--- config.mk ---
export PLATFORM = sky130hd
export DESIGN_NAME = counter_readback_assembler
export DESIGN_NICKNAME = d
export VERILOG_FILES = /design/src/rtl/shared_counters_pkg.sv /design/src/rtl/readback_fifo.sv /design/src/rtl/counter_readback_assembler.sv
export SDC_FILE = /design/constraint.sdc
export NUM_CORES = 1
export LEC_CHECK = 0
export CAP_MARGIN = 20
export CELL_PAD_IN_SITES_DETAIL_PLACEMENT = 1
export CELL_PAD_IN_SITES_GLOBAL_PLACEMENT = 1
export CORE_MARGIN = 3
export CORE_UTILIZATION = 47
export CTS_CLUSTER_DIAMETER = 120
export CTS_CLUSTER_SIZE = 14
export DETAILED_ROUTE_END_ITERATION = 12
export PLACE_DENSITY_LB_ADDON = 0.1
export SETUP_SLACK_MARGIN = 0.4
export SYNTH_ARGS = -nofsm -noshare
export SYNTH_HDL_FRONTEND = slang
export SYNTH_HIERARCHICAL = 1
export SYNTH_SLANG_ARGS = --single-unit
export TNS_END_PERCENT = 1
--- constraint.sdc ---
create_clock -name clk -period 6.3 [get_ports clk]
set_input_delay 0.945 -clock clk [delete_from_list [all_inputs] [get_ports clk]]
set_output_delay 0.945 -clock clk [all_outputs]
set_load 0.05 [all_outputs]
--- src/rtl/shared_counters_pkg.sv ---
// Shared types and sizing for the counter readback path.
// Holds the array geometry, the readback record layout and the assembler FSM states.
package shared_counters_pkg;

  localparam int N           = 10;
  localparam int G           = 4;
  localparam int W           = 64;
  localparam int TIMEOUT_CYC = 16;

  localparam int CHUNK_CNT_W = $clog2(N) + 1;
  localparam int ID_W        = $clog2(N);
  localparam int GAP_W       = $clog2(TIMEOUT_CYC + 1);

  typedef struct packed {
    logic [W-1:0]           data;
    logic [ID_W-1:0]        id;
    logic [CHUNK_CNT_W-1:0] len;
    logic                   trunc;
    logic                   timeout;
  } readback_rec_t;

  typedef enum logic {RB_IDLE, RB_COLLECT} rb_state_t;

endpackage

--- src/rtl/readback_fifo.sv ---
// Small first-word fall-through FIFO for assembled readback records.
// A pop and a push in the same cycle are allowed even when full: the pop frees the slot first.
module readback_fifo
  import shared_counters_pkg::*;
#(
  parameter int DEPTH = 2
) (
  input  logic          clk,
  input  logic          rst,
  input  logic          push,
  input  readback_rec_t push_data,
  input  logic          pop,
  output readback_rec_t head,
  output logic          full,
  output logic          empty
);

  localparam int PTR_W = (DEPTH > 1) ? $clog2(DEPTH) : 1;
  localparam int CNT_W = $clog2(DEPTH + 1);

  readback_rec_t    mem [DEPTH];
  logic [PTR_W-1:0] rd_ptr;
  logic [PTR_W-1:0] wr_ptr;
  logic [CNT_W-1:0] count;
  logic             do_pop;
  logic             do_push;

  function automatic logic [PTR_W-1:0] next_ptr(input logic [PTR_W-1:0] p);
    return (p == PTR_W'(DEPTH - 1)) ? '0 : p + 1'b1;
  endfunction

  assign empty   = (count == '0);
  assign full    = (count == CNT_W'(DEPTH));
  assign do_pop  = pop && !empty;
  assign do_push = push && (!full || do_pop);
  assign head    = empty ? '0 : mem[rd_ptr];

  // Pointer and occupancy bookkeeping; pop-before-push keeps a full FIFO writable when draining.
  always_ff @(posedge clk or posedge rst) begin
    if (rst) begin
      rd_ptr <= '0;
      wr_ptr <= '0;
      count  <= '0;
    end else begin
      if (do_pop)  rd_ptr <= next_ptr(rd_ptr);
      if (do_push) wr_ptr <= next_ptr(wr_ptr);
      case ({do_push, do_pop})
        2'b10:   count <= count + 1'b1;
        2'b01:   count <= count - 1'b1;
        default: count <= count;
      endcase
    end
  end

  // Storage needs no reset: the head is masked to zero whenever the FIFO is empty.
  always_ff @(posedge clk) begin
    if (do_push) mem[wr_ptr] <= push_data;
  end

endmodule

--- src/rtl/counter_readback_assembler.sv ---
// Reassembles the serial LSB-first chunk stream from the shared-counter array into tagged records.
// Upstream cannot be stalled, so records that find the FIFO full are dropped and counted.
// Optional feature: define READBACK_TIMEOUT_EN to close idle frames after TIMEOUT_CYC gap cycles.
module counter_readback_assembler
  import shared_counters_pkg::*;
(
  input  logic                   clk,
  input  logic                   rst,
  input  logic                   rd_valid_in,
  input  logic [G-1:0]           rd_data_in,
  input  logic                   rd_last_in,
  input  logic [ID_W-1:0]        rd_id_in,
  output logic                   out_valid,
  input  logic                   out_ready,
  output logic [W-1:0]           out_data,
  output logic [ID_W-1:0]        out_id,
  output logic [CHUNK_CNT_W-1:0] out_len,
  output logic                   out_trunc,
  output logic                   out_timeout,
  output logic [7:0]             drop_cnt,
  input  logic                   clr_drop
);

  rb_state_t              state;
  rb_state_t              next_state;
  logic [W-1:0]           acc;
  logic [CHUNK_CNT_W-1:0] cnt;
  logic [ID_W-1:0]        id_q;
  logic                   trunc_q;

  logic [31:0]            pos;
  logic                   chunk_trunc;
  logic                   chunk_close;
  logic                   timeout_close;
  logic                   close;
  logic                   drop;
  readback_rec_t          rec;
  readback_rec_t          head;
  logic                   fifo_full;
  logic                   fifo_empty;
  logic                   pop;

  // State register.
  always_ff @(posedge clk or posedge rst) begin
    if (rst) state <= RB_IDLE;
    else     state <= next_state;
  end

  // Any accepted chunk opens or continues a frame; a close always returns to IDLE.
  always_comb begin
    next_state = state;
    if (close)            next_state = RB_IDLE;
    else if (rd_valid_in) next_state = RB_COLLECT;
  end

  // Merge the current chunk into the accumulator and decide whether this edge closes the frame.
  always_comb begin
    pos         = 32'(cnt) * G;
    chunk_trunc = rd_valid_in && (pos >= W);
    chunk_close = rd_valid_in && (rd_last_in || ((cnt + 1'b1) == CHUNK_CNT_W'(N)));
    close       = chunk_close || timeout_close;
    rec         = '0;
    rec.data    = rd_valid_in ? (acc | (W'(rd_data_in) << pos)) : acc;
    rec.id      = (state == RB_IDLE) ? rd_id_in : id_q;
    rec.len     = rd_valid_in ? (cnt + 1'b1) : cnt;
    rec.trunc   = trunc_q || chunk_trunc;
    rec.timeout = timeout_close && !chunk_close;
  end

  // Frame accumulator; cleared on every close so IDLE always starts from zero.
  always_ff @(posedge clk or posedge rst) begin
    if (rst) begin
      acc     <= '0;
      cnt     <= '0;
      id_q    <= '0;
      trunc_q <= 1'b0;
    end else if (close) begin
      acc     <= '0;
      cnt     <= '0;
      id_q    <= '0;
      trunc_q <= 1'b0;
    end else if (rd_valid_in) begin
      acc     <= rec.data;
      cnt     <= rec.len;
      id_q    <= rec.id;
      trunc_q <= rec.trunc;
    end
  end

`ifdef READBACK_TIMEOUT_EN
  logic [GAP_W-1:0] gap_cnt;

  assign timeout_close = (state == RB_COLLECT) && !rd_valid_in &&
                         (gap_cnt == GAP_W'(TIMEOUT_CYC - 1));

  // Idle-gap counter: runs only while a frame is open and no chunk arrives.
  always_ff @(posedge clk or posedge rst) begin
    if (rst)                                              gap_cnt <= '0;
    else if (state != RB_COLLECT || rd_valid_in || close) gap_cnt <= '0;
    else                                                  gap_cnt <= gap_cnt + 1'b1;
  end
`else
  assign timeout_close = 1'b0;
`endif

  assign pop  = out_valid && out_ready;
  assign drop = close && fifo_full && !pop;

  readback_fifo #(.DEPTH(2)) u_fifo (
    .clk       (clk),
    .rst       (rst),
    .push      (close),
    .push_data (rec),
    .pop       (pop),
    .head      (head),
    .full      (fifo_full),
    .empty     (fifo_empty)
  );

  assign out_valid   = !fifo_empty;
  assign out_data    = head.data;
  assign out_id      = head.id;
  assign out_len     = head.len;
  assign out_trunc   = head.trunc;
  assign out_timeout = head.timeout;

  // Saturating lost-record counter; a clear in the same cycle as a drop leaves one drop counted.
  always_ff @(posedge clk or posedge rst) begin
    if (rst)                          drop_cnt <= 8'd0;
    else if (clr_drop)                drop_cnt <= drop ? 8'd1 : 8'd0;
    else if (drop && drop_cnt != 8'hFF) drop_cnt <= drop_cnt + 8'd1;
  end

endmodule

==> results.toml <==
[pwr]
power_density_mw_per_mm2 = 475
combPwrFrac = 0.417
ir_drop_uv = 247
power.total_uw = 5470
internal_power_uw = 3260
switching_share = 0.403
leakagePower_uw = 0.00516
p_sw_uw = 2210
pwr-share-seq = 0.374
power_frac_clock = 0.208

[sta]
hold_violations = 0
fin_skew_ns = 0.0103
setup_viol = 0
rsz0062_at_grt = "no"
slew_headroom = 0.263
timing.fmax_ghz = 0.237
finalCriticalPeriod_ns = 4.22
min_period_over_period = 0.670
fin_tns_setup_ns = 0
worstMarginPinSlew_ns = 1.10
slew_viol_final = 0

[synthesis]
avgSynthCellArea_um2 = 14.3
ys_seq_area_frac = 0.684
synth_edf_count = 150
yosysMostFrequentCell = "edfxtp_1"
synth_top_area_cell = "edfxtp_1"
ys_top_cells_by_count = "150 x edfxtp_1, 90 x nor2_1, 87 x dfrtp_1"
netlist_area_mm2 = 0.00977
yosys_warnings = 6
synth_cell_types = 43
synth.ff_latch_count = 237
yosys.area.top_type_share = 0.461
async_flop_share = 0.367
synth_ff_type = "edfxtp_1"
netlist_instances = 685
synth_area_leaders = "edfxtp_1 46%, dfrtp_1 22%, mux2i_1 7.8%"

[finish]
drive_gt1_frac = 0.0655
area_delta_synth_final_pct = 17.9
nFillCells = 1995
fin_nets = 798
antennaDiodeCount = 0

[route]
routed_wirelength_um = 21500
wl_per_cell_um = 20.2
firstDrtPassIters = 4
drcViolationCount = 0
ant_nets = 0
vias = 5634
drtIter0Drc = 251
avgViaCountPerCell = 5.30

[critical_path]
endpoint = "out_len[0]"
crit_arrival_ns = 3.28
r2r_end = "u_fifo/mem[0][34]"
crit_required_ns = 5.35
timing.critical_path.max_delay_family = "buffers and inverters"
crit_buf_inv = 2
worstSetupStartpoint = "u_fifo/rd_ptr"
end_kind = "output pin"
r2r_start = "cnt[0]"
path_max_fanout = 45
ff2ff_path_depth = 8
rrSetupSlack_ns = 2.91
worstPathCellList = "buf_4 > mux2i_1 > nor2_1 > clkdlybuf4s50_1"
critPathLaunchType = "flop"
critPathKind = "flop to output pin"
slowest_delay_ns = 0.97
cp_num_cells = 4
critPathSlowestCell = "dfrtp_4"

[clock_tree]
cts_sinks = 237
post_cts_resize_count = 0
path_clk_slew_ns = 0.07
cts_setup_buffers = 0
cts-htree-levels = 1
ctsHoldBuffers = 0
cts_tree = "yes"
clkLatencyLatePin_ns = 0.49
clock_path_buffers = 3
root_buffer = "clkbuf_16"
cts_made_buffers = 20

[job]
maxCapViolations = 0

[placed_design]
dp_hpwl_um = 13800
io_buffers = 97
place_congestion = 0.753

[min_path]
hp-class = "flop to flop"
min_path_cells = 1

[global_routing]
grt-ovfl-total = 0
antenna_found_initial = 3
grt_pass1_wl_um = 33900
grt_max_degree = 84
grt_usage = 0.193
grt_pass1_vias = 6118

[run_status]
status = "completed"

[floorplanning]
ioPinCount = 98
dieHeight_um = 150
core_area_mm2 = 0.0204
die-area_mm2 = 0.0226
core.rowCount = 52
die_width_um = 150
start_util = 0.480
==> power groups by stage <==
stage,Combinational (uW),Clock [uW],Sequential (uW)
after global placement,2250,0,2070
after floorplan,1740,0,1990
after detailed placement,2300,0,2080
after global routing,2420,1240,2070
final,2280,1140,2050
after CTS,2320,1180,2050
==> logic make-up (layout without fill, tap and decap cells) <==
logic type      count (synthesis)  count (layout)  share of synthesized area
buf+inv                        45             153                     0.0306
flops                         237             237                      0.684
compound gates                 87              87                     0.0658
other cells                     1               2                   0.000384
simple gates                  218             218                      0.119
mux                            83              83                     0.0863
xor+xnor                       10              10                    0.00896
fa+ha+maj                       4               4                    0.00512
==> metal layers <==
| layer | GRT usage | share of wire |
|---|---|---|
| met4 | 0.0471 | 0.018 |
| met3 | 0.0361 | 0.047 |
| met1 | 0.261 | 0.44 |
| met5 | 0 | 0.0012 |
| met2 | 0.326 | 0.50 |
==> sequential cells by signal, indices dropped and copies added (netlist names) <==
| signal | cells |
|---|---|
| cnt | 5 |
| trunc_q | 1 |
| u_fifo/wr_ptr | 1 |
| acc | 64 |
| u_fifo/mem | 150 |
| u_fifo/count | 2 |
| drop_cnt | 8 |
| state | 1 |
| id_q | 4 |
| u_fifo/rd_ptr | 1 |
==> worst min-delay path by stage <==
stage / from / to
after floorplan: id_q[3] / id_q[3]
after global placement: id_q[3] / id_q[3]
after detailed placement: id_q[3] / id_q[3]
after CTS: id_q[0] / id_q[0]
after global routing: id_q[3] / id_q[3]
final: id_q[0] / id_q[0]
==> per-stage QoR <==
stage	instance area, um^2	worst slack [ns]	hold WS [ns]	cells	utilization
finish	11500	2.08	0.499	1064	0.566
global route	11500	1.92	0.520	1064	0.566
global placement	10900	2.47	0.472	1026	0.536
floorplan	9780	0.707	0.458	686	-
CTS	11500	2.03	0.501	1062	0.564
detailed placement	10900	2.31	0.480	1026	0.536
==> worst reg2reg max path, delay by kind of cell (launching register included) <==
family          cells  cell delay, ns
flops               1            0.52
fa+ha+maj           1            0.33
simple gates        2            0.38
compound gates      3            0.89
buf+inv             2            0.87
==> layout make-up <==
type,count,area [um^2],share of cell area
flip-flops and latches,237,6690,0.580
clock buffers,36,582,0.0505
repair buffers,107,1060,0.0919
well taps,270,338,0.0293
inverters,10,38.8,0.00337
multi-input cells,404,2820,0.245
==> cells in the final DEF, fill, tap and decap left out, types with 5 or more instances in the layout <==
master             n
edfxtp_1         150
clkdlybuf4s50_1   97
clkbuf_16         21
nand2_1            8
buf_4              9
a21oi_1            6
clkbuf_1          15
o21ai_0            7
nor2b_1            5
mux2i_1           76
a21o_1            65
inv_1              9
nand2b_1           5
and2_1            81
dfrtp_1           86
xnor2_1            7
nor2_1            88
nand3_1            5
or3_1              5
No activity file was read; power rests on OpenSTA's default activity.
